[src/rtl/uart_pkg.sv]
// Shared UART definitions used by the transmitter and receiver.
// Contents: the frame state encoding, the data width, the default baud divider,
// and an even-parity helper. The helper is used only when UART_TX_PARITY_EN is defined.
package uart_pkg;

  localparam int unsigned UART_DATA_BITS    = 8;
  localparam int unsigned UART_CLKS_PER_BIT = 20;
  localparam int unsigned UART_IDX_W        = $clog2(UART_DATA_BITS);

  typedef enum logic [2:0] {
    ST_IDLE   = 3'd0,
    ST_START  = 3'd1,
    ST_DATA   = 3'd2,
    ST_PARITY = 3'd3,
    ST_STOP   = 3'd4
  } uart_state_e;

  // Even parity: the parity bit makes the total count of ones even.
  function automatic logic even_parity(input logic [UART_DATA_BITS-1:0] d);
    return ^d;
  endfunction

endpackage

[src/rtl/uart_baud_gen.sv]
// Baud strobe generator. It counts 0..CLKS_PER_BIT-1 while enabled and pulses
// tick on the last clock of each bit period. The receiver uses the same block.
// Ports:
//   clk, rst : clock and asynchronous active-high reset
//   clr      : synchronous clear of the counter; takes priority over en
//   en       : count enable; tick is forced low while en is low
//   tick     : high on the last clock of each bit period
module uart_baud_gen #(
  parameter int unsigned CLKS_PER_BIT = 20
) (
  input  logic clk,
  input  logic rst,
  input  logic clr,
  input  logic en,
  output logic tick
);

  localparam int unsigned CW = $clog2(CLKS_PER_BIT);
  localparam logic [CW-1:0] LAST = CW'(CLKS_PER_BIT - 1);

  logic [CW-1:0] cnt;

  // Wrapping bit-period counter.
  always_ff @(posedge clk or posedge rst) begin
    if (rst) begin
      cnt <= '0;
    end else if (clr) begin
      cnt <= '0;
    end else if (en) begin
      if (cnt == LAST) cnt <= '0;
      else             cnt <= cnt + 1'b1;
    end
  end

  assign tick = en && (cnt == LAST);

endmodule

[src/rtl/uart_fsm_tx.sv]
// UART transmitter. It sends one byte per accepted start request, LSB first.
// The default frame is 8N1. Defining UART_TX_PARITY_EN inserts an even-parity
// bit after D7.
// Ports:
//   clk, rst : clock and asynchronous active-high reset
//   start    : transmit request; accepted only while idle
//   datain   : byte to send; latched on the accepting edge
//   tx       : serial line (registered); idles high
//   busy     : high from the accepting edge until the frame completes (registered)
//   Done     : one-cycle pulse on the frame-completion edge (registered)
//   tick     : baud strobe; high on the last clock of each bit period
module uart_fsm_tx
  import uart_pkg::*;
#(
  parameter int unsigned CLKS_PER_BIT = UART_CLKS_PER_BIT,
  parameter int unsigned STOP_BITS    = 1
) (
  input  logic                      clk,
  input  logic                      rst,
  input  logic                      start,
  input  logic [UART_DATA_BITS-1:0] datain,
  output logic                      tx,
  output logic                      busy,
  output logic                      Done,
  output logic                      tick
);

  localparam logic [UART_IDX_W-1:0] LAST_IDX  = UART_IDX_W'(UART_DATA_BITS - 1);
  localparam logic                  LAST_STOP = 1'(STOP_BITS - 1);

  uart_state_e               state;
  logic [UART_DATA_BITS-1:0] shift;
  logic [UART_IDX_W-1:0]     idx;
  logic                      stop_cnt;
  logic                      baud_clr;
  logic                      baud_en;
`ifdef UART_TX_PARITY_EN
  logic                      par;
`endif

  // The counter is held at zero while idle, so bit timing starts at the accepting edge.
  assign baud_clr = (state == ST_IDLE);
  assign baud_en  = (state != ST_IDLE);

  uart_baud_gen #(.CLKS_PER_BIT(CLKS_PER_BIT)) u_baud (
    .clk  (clk),
    .rst  (rst),
    .clr  (baud_clr),
    .en   (baud_en),
    .tick (tick)
  );

  // Frame FSM. tx is loaded one bit period ahead, so the line is a register output.
  always_ff @(posedge clk or posedge rst) begin
    if (rst) begin
      state    <= ST_IDLE;
      shift    <= '0;
      idx      <= '0;
      stop_cnt <= 1'b0;
      tx       <= 1'b1;
      busy     <= 1'b0;
      Done     <= 1'b0;
`ifdef UART_TX_PARITY_EN
      par      <= 1'b0;
`endif
    end else begin
      Done <= 1'b0;
      case (state)
        ST_IDLE: begin
          if (start) begin
            state <= ST_START;
            shift <= datain;
            tx    <= 1'b0;
            busy  <= 1'b1;
`ifdef UART_TX_PARITY_EN
            par   <= even_parity(datain);
`endif
          end
        end
        ST_START: begin
          if (tick) begin
            state <= ST_DATA;
            idx   <= '0;
            tx    <= shift[0];
          end
        end
        ST_DATA: begin
          if (tick) begin
            if (idx == LAST_IDX) begin
`ifdef UART_TX_PARITY_EN
              state    <= ST_PARITY;
              tx       <= par;
`else
              state    <= ST_STOP;
              tx       <= 1'b1;
              stop_cnt <= 1'b0;
`endif
            end else begin
              // After the shift, shift[0] is the bit currently on the line.
              shift <= {1'b0, shift[UART_DATA_BITS-1:1]};
              tx    <= shift[1];
              idx   <= idx + 1'b1;
            end
          end
        end
`ifdef UART_TX_PARITY_EN
        ST_PARITY: begin
          if (tick) begin
            state    <= ST_STOP;
            tx       <= 1'b1;
            stop_cnt <= 1'b0;
          end
        end
`endif
        ST_STOP: begin
          if (tick) begin
            if (stop_cnt == LAST_STOP) begin
              state <= ST_IDLE;
              busy  <= 1'b0;
              Done  <= 1'b1;
              tx    <= 1'b1;
            end else begin
              stop_cnt <= stop_cnt + 1'b1;
            end
          end
        end
        default: begin
          state <= ST_IDLE;
          busy  <= 1'b0;
          tx    <= 1'b1;
        end
      endcase
    end
  end

endmodule

[config.mk]
export PLATFORM = sky130hd
export DESIGN_NAME = uart_fsm_tx
export DESIGN_NICKNAME = d
export VERILOG_FILES = /design/src/rtl/uart_pkg.sv /design/src/rtl/uart_baud_gen.sv /design/src/rtl/uart_fsm_tx.sv
export SDC_FILE = /design/constraint.sdc
export NUM_CORES = 1
export LEC_CHECK = 0
export CORE_UTILIZATION = 29
export CTS_BUF_LIST = sky130_fd_sc_hd__clkbuf_4
export DETAILED_ROUTE_END_ITERATION = 6
export GPL_TIMING_DRIVEN = 0
export HOLD_SLACK_MARGIN = 0.06
export PLACE_DENSITY = 0.5
export SYNTH_ARGS = -nofsm -noshare
export SYNTH_HDL_FRONTEND = slang
export SYNTH_HIERARCHICAL = 1
export SYNTH_SLANG_ARGS = --single-unit
[constraint.sdc]
create_clock -name clk -period 2.9 [get_ports clk]
set_input_delay 0.58 -clock clk [delete_from_list [all_inputs] [get_ports clk]]
set_output_delay 0.58 -clock clk [all_outputs]
set_load 0.1 [all_outputs]
* Yosys cells after proc, flatten, opt, wreduce, memory -nomap -nowiden
Index checks and enable logic that the tools add are counted.
** Word-level totals
- Flip-flop bits (word level) :: 23
- Output and inout bits :: 4
- Word-level logic and storage cells :: 75
** Cells by class
- $add $sub $neg :: 3
- Equal/unequal tests :: 12
- Mux-type cells :: 37
- Bitwise gates (word level) :: 1
- Reduce and logical (&&, ||, !) cells :: 14
** Operators by type and width (number)
- 3-bit two-way mux :: 9
- 8-bit two-way mux :: 3
- 1-bit two-way mux :: 16
- 8-bit one-hot mux with 2 select lines :: 1
- 4-bit AND reduction :: 4
- 5-bit two-way mux :: 3
- 2-bit inequality test (second input constant) :: 7
- 3-bit one-hot mux with 4 select lines :: 1
- 2-bit nonzero test :: 4
- 3-bit == test (second input constant) :: 2
- 3-bit one-hot mux with 2 select lines :: 1
- 6-bit AND reduction :: 1
- 5-bit by 1-bit adder with 5-bit output (second input constant) :: 1
- 5-bit == test (second input constant) :: 1
- 5-bit AND reduction :: 1
- 1-bit one-hot mux with 4 select lines :: 1
- 3-bit by 1-bit adder with 3-bit output (second input constant) :: 1
- 3-bit by 1-bit == test with 1-bit output (second input constant) :: 1
- 3-bit by 2-bit == test with 1-bit output (second input constant) :: 1
- 3-bit zero test :: 1
- 1-bit one-hot mux with 3 select lines :: 1
- 3-bit nonzero test :: 1
- 1-bit one-hot mux with 2 select lines :: 1
- 2-bit OR reduction :: 1
- 3 further kinds :: 3

* Logic depth before layout (Yosys ltp)
Gate-level depths: netlist of run 1.
- Depth after elaboration :: 4
- Mapped depth :: 8

* By module
The synthesis of run 1 kept the hierarchy.
** Modules (own cells, without submodules)
- uart_fsm_tx :: times used 1, cells each 85, area an instance 963.4 um2, seq. area each 426.7 um2
- uart_baud_gen :: times used 1, cells each 27, area an instance 280.3 um2, seq. area each 125.1 um2

* Least setup slack after synthesis of run 1
Ideal clock, no wire load.
- Path kind :: reg2reg
- Start :: register state[0]
- End :: register shift[0]
- Arrival time :: 2.505 ns
- Required time :: 2.775 ns
- Setup slack :: 0.270 ns
- Stages on the path, launching flop included :: 9
- Period minus slack after synthesis :: 2.630 ns
- Path through :: dfrtp_1 buf_2 buf_1 or3_1 and2_2 buf_2 nand3b_1 a21boi_4 mux2_2
** On the way
- Longest elaborated chain between the ends :: 4
- Elaborated cells on any way between the ends :: 10
- Those cells by class :: eq/ne (4); mux (1); reduce/logical (5)
** Ends and longest elaborated chain
- start: declaration :: line uart_fsm_tx.sv:31 : uart_state_e state;
- start signal: assignment :: line uart_fsm_tx.sv:56 : state <= ST_IDLE;
- start signal: assignment :: line uart_fsm_tx.sv:71 : state <= ST_START;
- start signal: assignment :: line uart_fsm_tx.sv:82 : state <= ST_DATA;
- 3-bit nonzero test :: line uart_fsm_tx.sv:43 : assign baud_en = (state != ST_IDLE);
- named net baud_en :: line uart_fsm_tx.sv:36 : logic baud_en;
- 1-bit logical AND :: line uart_baud_gen.sv:35 : assign tick = en && (cnt == LAST);
- named net tick :: line uart_fsm_tx.sv:25 : output logic tick
- 2-bit inequality test (no source line)
- 4-bit AND reduction (no source line)
- end signal: assignment :: line uart_fsm_tx.sv:72 : shift <= datain;
- end signal: assignment :: line uart_fsm_tx.sv:100 : shift <= {1'b0, shift[UART_DATA_BITS-1:1]};
- end: declaration :: line uart_fsm_tx.sv:32 : logic [UART_DATA_BITS-1:0] shift;
The timed path passes the listed nets, and every way through them passes these cells.
A chain may end at the register's enable or synchronous reset.

* Worst setup path in the final report of run 1
- Start :: register state[0]
- End :: output port tick
** On the way
- Longest elaborated chain between the ends :: 2
** Ends and longest elaborated chain (line)
- 3-bit nonzero test :: uart_fsm_tx.sv:43
- named net baud_en :: uart_fsm_tx.sv:36
- 1-bit logical AND :: uart_baud_gen.sv:35
- end: declaration :: uart_fsm_tx.sv:25
The timed path passes the listed nets, and every way through them passes these cells.

==> flow_metrics.env, run 1 <==
export IMPL_status="finished clean"
export IMPL_vias=857
export IMPL_worst_clock_skew_ns=0.004335
export IMPL_required_ns=2.32
export IMPL_fin_util_pct=36.88
export IMPL_area_delta_synth_final_pct=20.32
export IMPL_io_pins=15
export IMPL_finalMaxSlewViolations=0
export IMPL_postSynth_asyncResetShare_pct=100.0
export IMPL_avgViaCountPerCell=4.761
export IMPL_grt_max_degree=18
export IMPL_synth_cell_types=38
export IMPL_drc=0
export IMPL_cts_sink_count=22
export IMPL_grt_overflow_total=0
export IMPL_ctsHoldBuffers=0
export IMPL_ctsRootBufferMaster="clkbuf_4"
export IMPL_start_util_pct=30.65
export IMPL_grt_pass1_vias=875
export IMPL_die_y_um=67.49
export IMPL_r2r_start="state[0]"
export IMPL_wl_per_cell_um=13.08
export IMPL_yosysTopAreaCellShare_pct=42.25
export IMPL_htree_levels=1
export IMPL_setup_viol=0
export IMPL_antenna_cells=0
export IMPL_dr_pass1_iters=4
export IMPL_rsz0062_at_grt="no"
export IMPL_synth_area_leaders="dfrtp_1 (42%), mux2_2 (14%), mux2i_1 (4.0%), ha_1 (3.0%), nand3b_1 (2.4%)"
export IMPL_endpoint="tick"
export IMPL_finalPower_mw=1.245
export IMPL_final_cells=180
export IMPL_tritoncts="done"
export IMPL_critPathMaxFanout=10
export IMPL_tightest_slew_ns=0.9598
export IMPL_cp_start_kind="flip-flop"
export IMPL_synth_edf_count=0
export IMPL_cts_buffer_depth=2
export IMPL_layout_min_cycle_time_ns=2.706
export IMPL_core_um2=4058
export IMPL_synth_nets=126
export IMPL_slew_headroom_pct=35.81
export IMPL_yosysMostFrequentCell="dfrtp_1"
export IMPL_place_gp_congestion=0.7433
export IMPL_vdd_ir_drop_max_uv=281.5
export IMPL_clock_latency_ns=0.31
export IMPL_netlist_instances=112
export IMPL_drive_gt1_share_pct=24.62
export IMPL_hold_path_class="in -> async"
export IMPL_antenna_found_initial=0
export IMPL_multi_input_area_um2=631.9
export IMPL_ff2ff_setup_slack_ns=0.34
export IMPL_fmax_mhz=369.6
export IMPL_place_inst=176
export IMPL_r2r_end="shift[2]"
export IMPL_crit_type="reg -> out"
export IMPL_ff2ff_path_depth=8
export IMPL_crit_start="state[0]"
export IMPL_drt_iter0_drc=58
export IMPL_synthTopCellsByCount="dfrtp_1 (21), mux2_2 (16), inv_1 (7)"
export IMPL_syn_area_per_cell_um2=11.10
export IMPL_place_area_um2=1446
export IMPL_synth_top_cell_by_area="dfrtp_1"
export IMPL_die_area_um2=4554
export IMPL_die_w_um=67.49
export IMPL_ant_nets=0
export IMPL_power_density_nw_per_um2=832.1
export IMPL_ys_ff_latch=22
export IMPL_grt_total_usage_pct=12.06
export IMPL_grt_first_pass_wirelength_mm=4.015
export IMPL_seq_area_frac_synth_pct=44.37
export IMPL_regArea_um2=551.8
export IMPL_portBuffers=14
export IMPL_hold_viol=0
export IMPL_ys_warn_count=6
export IMPL_clk_pin_slew_ns=0.13
export IMPL_place_hpwl_mm=1.711
export IMPL_fill_cells=419
export IMPL_end_kind="primary output"
export IMPL_cap_violations=0
export IMPL_ys_flop_type="dfrtp_1"
export IMPL_finalCritPeriodShare_pct=93.30
export IMPL_p_leak_nw=0.6385
export IMPL_syn_cell_area_um2=1244
export IMPL_routed_wl_mm=2.354
export IMPL_cts_buffers=3
export IMPL_rows=23
export IMPL_final_nets=145
export IMPL_arrival_ns=2.13
export IMPL_fin_area_um2=1496
[worst min-delay path by stage]
stage	from	slack, ns	end
floorplan	rst	0.36	u_baud/cnt[0]
global placement	shift[6]	0.49	shift[6]
detailed placement	shift[5]	0.49	shift[5]
CTS	rst	0.47	u_baud/cnt[0]
global route	rst	0.49	u_baud/cnt[0]
finish	rst	0.48	u_baud/cnt[0]
[what timing repair did]
action / CTS / global route
endpoints found under the setup margin: 1 / 1
buffers inserted: 0 / 0
gates resized for setup: 5 / 1
hold endpoints to repair: 0 / 0
[sequential cells by signal (all words and copies together) (netlist names)]
signal      cells
idx             3
shift           8
Done            1
busy            1
u_baud/cnt      5
state           3
tx              1
[metrics by stage]
stage / setup slack [ns] / setup TNS (ns) / hold slack [ns]
2_1_floorplan: 0.2702 / 0 / 0.3585
3_3_place_gp: -0.1866 / -0.1866 / 0.4855
3_5_place_dp: -0.1855 / -0.1855 / 0.4923
4_1_cts: 0.1556 / 0 / 0.4745
5_1_grt: 0.06329 / 0 / 0.4892
6_report: 0.1944 / 0 / 0.4767
[worst max-delay path, stage by stage (launching register included)]
cell and delay, ns:
dfrtp_1 0.38, buf_2 0.17, buf_1 0.23, or3_1 0.53, and2_2 0.23, clkbuf_4 0.27
[cell families (layout without fill, tap and decap cells)]
kind of cell / after synthesis / in the layout / share of synthesized area [%]
buf+inv: 13 / 31 / 4.828
compound gates: 15 / 15 / 8.149
simple gates: 37 / 37 / 20.43
fa+ha+maj: 3 / 3 / 3.018
mux: 21 / 21 / 18.51
xor+xnor: 1 / 1 / 0.7044
flops: 22 / 22 / 44.37
[layout make-up]
cell class                 count  area share [%]
multi-input combinational     77           42.22
sequential                    22           36.87
timing repair buffer          14           9.197
tap                           50           4.181
buffer                         6           2.258
clock inverter                 1           2.007
inverter                       7           1.756
clock buffer                   3           1.505
[cell usage in the layout (no fill, tap or decap), types with 2 or more instances in the layout]
cell type	netlist	final
nand2_1	6	6
o21ai_0	4	4
clkdlybuf4s50_1	0	13
nor4b_1	3	3
nor2_1	5	5
nor2b_1	3	3
clkbuf_4	0	4
mux2_2	16	16
a21oi_1	5	5
nor3_1	2	2
nand3b_1	4	4
or3_1	2	2
ha_1	3	3
inv_1	7	7
dfrtp_1	21	21
mux2i_1	5	5
buf_2	3	3
[power by group]
| group | internal [mW] | switching [mW] | total (mW) |
|---|---|---|---|
| clock network | 0.140 | 0.0988 | 0.238 |
| registers | 0.420 | 0.0749 | 0.495 |
| logic | 0.238 | 0.274 | 0.512 |
[layer usage]
metal	GRT usage (%)	share of wire, %	vias up
li1	-	-	431
met1	15.29	50	414
met2	19.80	46	10
met3	3.547	2.5	2
met4	3.191	1.1	0
met5	0	0	-
(Power assumes the default switching activity.)
==> run 2, diff against run 1 <==
- CORE_MARGIN: unset -> 5
==> run 2 against run 1 <==
Effect of this change:
- sequential power is essentially flat
- wire length grew 4.2%
- first-iteration DRC count grew 31%
- critical path depth is the same
- via count grew 3.0%
- non-clock buffer count is the same
==> flow_metrics.env, run 2 (synthesis results as in run 1) <==
export IMPL_drt_iter0_drc=76
export IMPL_rows=23
export IMPL_final_common_cell="dfrtp_1"
export IMPL_antenna_found_initial=0
export IMPL_rsz0062_at_grt="no"
export IMPL_cp_start_kind="flip-flop"
export IMPL_die_y_um=75.49
export IMPL_hold_viol=0
export IMPL_cap_violations=0
export IMPL_top_register="shift"
export IMPL_arrival_ns=2.15
export IMPL_drive_gt1_share_pct=24.62
export IMPL_finalCritPeriodShare_pct=94.06
export IMPL_crit_slowest_cell="buf_2"
export IMPL_cts_sink_count=22
export IMPL_finalMaxSlewViolations=0
export IMPL_r2r_end="shift[2]"
export IMPL_status="finished clean"
export IMPL_fin_area_um2=1471
export IMPL_fmax_mhz=366.6
export IMPL_place_area_um2=1446
export IMPL_p_leak_nw=0.6296
export IMPL_mostFrequentLayoutCells="dfrtp_1 (21), mux2_2 (16), clkdlybuf4s50_1 (13), inv_1 (7), nand2_1 (6)"
export IMPL_cts_buffers=3
export IMPL_die_w_um=75.49
export IMPL_place_gp_congestion=0.7435
export IMPL_core_um2=4086
export IMPL_layout_min_cycle_time_ns=2.728
export IMPL_cts_buffer_depth=2
export IMPL_grt_max_degree=18
export IMPL_fin_hold_ws_ns=0.4760
export IMPL_grt_pass1_vias=894
export IMPL_grt_total_usage_pct=9.435
export IMPL_cp_common_cell="buf_2"
export IMPL_routed_wl_mm=2.454
export IMPL_wl_per_cell_um=13.63
export IMPL_worst_clock_skew_ns=0.01307
export IMPL_r2r_start="state[0]"
export IMPL_clock_latency_ns=0.31
export IMPL_drc=0
export IMPL_final_cells=180
export IMPL_grt_overflow_total=0
export IMPL_tritoncts="done"
export IMPL_ff2ff_setup_slack_ns=0.31
export IMPL_crit_type="reg -> out"
export IMPL_setup_viol=0
export IMPL_grt_first_pass_wirelength_mm=4.140
export IMPL_required_ns=2.32
export IMPL_ctsRootBufferMaster="clkbuf_4"
export IMPL_ant_nets=0
export IMPL_ff2ff_path_depth=8
export IMPL_avgViaCountPerCell=4.906
export IMPL_cpPeakStageDelay_ns=0.42
export IMPL_multi_input_area_um2=631.9
export IMPL_dr_pass1_iters=4
export IMPL_place_hpwl_mm=1.753
export IMPL_end_kind="primary output"
export IMPL_portBuffers=14
export IMPL_critPathMaxFanout=10
export IMPL_antenna_cells=0
export IMPL_die_area_um2=5698
export IMPL_fill_cells=412
export IMPL_regArea_um2=551.8
export IMPL_hold_path_class="in -> async"
export IMPL_io_pins=15
export IMPL_largest_reg_flops=8
export IMPL_start_util_pct=30.43
export IMPL_slew_headroom_pct=35.37
export IMPL_path_cells="buf_2, buf_1, or3_1, and2_2, buf_2"
export IMPL_final_nets=145
export IMPL_place_inst=176
export IMPL_htree_levels=1
export IMPL_clk_pin_slew_ns=0.13
export IMPL_power_density_nw_per_um2=793.0
export IMPL_largestRegisters="shift x8, u_baud/cnt x5"
export IMPL_vias=883
export IMPL_tightest_slew_ns=0.9665
export IMPL_vdd_ir_drop_max_uv=313.2
export IMPL_area_delta_synth_final_pct=18.31
export IMPL_setup_tns_ns=0
[run 2: cell count changes in the layout (fill, tap and decap cells not counted), sizes merged]
| cell | delta |
|---|---|
| bufinv | -1 |
| buf | +1 |
[run 2: metal layers]
layer	up-vias	share of wire, %	GRT usage (%)
met1	432	48	13.01
met4	0	1.6	4.660
met3	2	3.6	0.9235
li1	435	-	-
met2	14	46	14.77
met5	-	0	0
[run 2: how the worst max path moves through the flow]
stage	startpoint	to	slack [ns]	cells after the start
floorplan	state[0]	shift[0]	0.27	8
global placement	state[0]	tick	-0.17	5
detailed placement	state[0]	tick	-0.20	5
CTS	state[0]	tick	0.13	5
global route	state[0]	tick	0.05	5
finish	state[0]	tick	0.17	5
[run 2: final cells by class]
type                    count  share of cell area, %
repair buffers             14                  9.184
clock buffers               4                  2.041
well taps                  50                  4.252
flip-flops and latches     22                  37.50
plain buffers               6                  2.296
multi-input cells          77                  42.94
inverters                   7                  1.786
[run 2: worst max-delay path, delay by kind of cell, from the launching register on]
kind	cells	cell delay [ns]
buf+inv	3	0.96
simple gates	2	0.53
flops	1	0.34
[run 2: power by group]
group	internal, mW	switching, mW
logic	0.238	0.278
clock network	0.0629	0.0935
registers	0.420	0.0732
[run 2: metrics by stage]
step | setup WS (ns) | util [%] | power [mW]
floorplan | 0.2702 | - | 0.9006
global placement | -0.1742 | 35.39 | 0.9987
detailed placement | -0.1990 | 35.39 | 1.021
CTS | 0.1313 | 36.01 | 1.185
global route | 0.04673 | 36.01 | 1.248
finish | 0.1722 | 36.01 | 1.167
[run 2: timing repair]
| action | 4_1_cts | 5_1_grt |
|---|---|---|
| resized for setup | 5 | 0 |
| setup endpoints to repair | 1 | 0 |
| setup buffers | 0 | 0 |
| hold buffers | 0 | 0 |
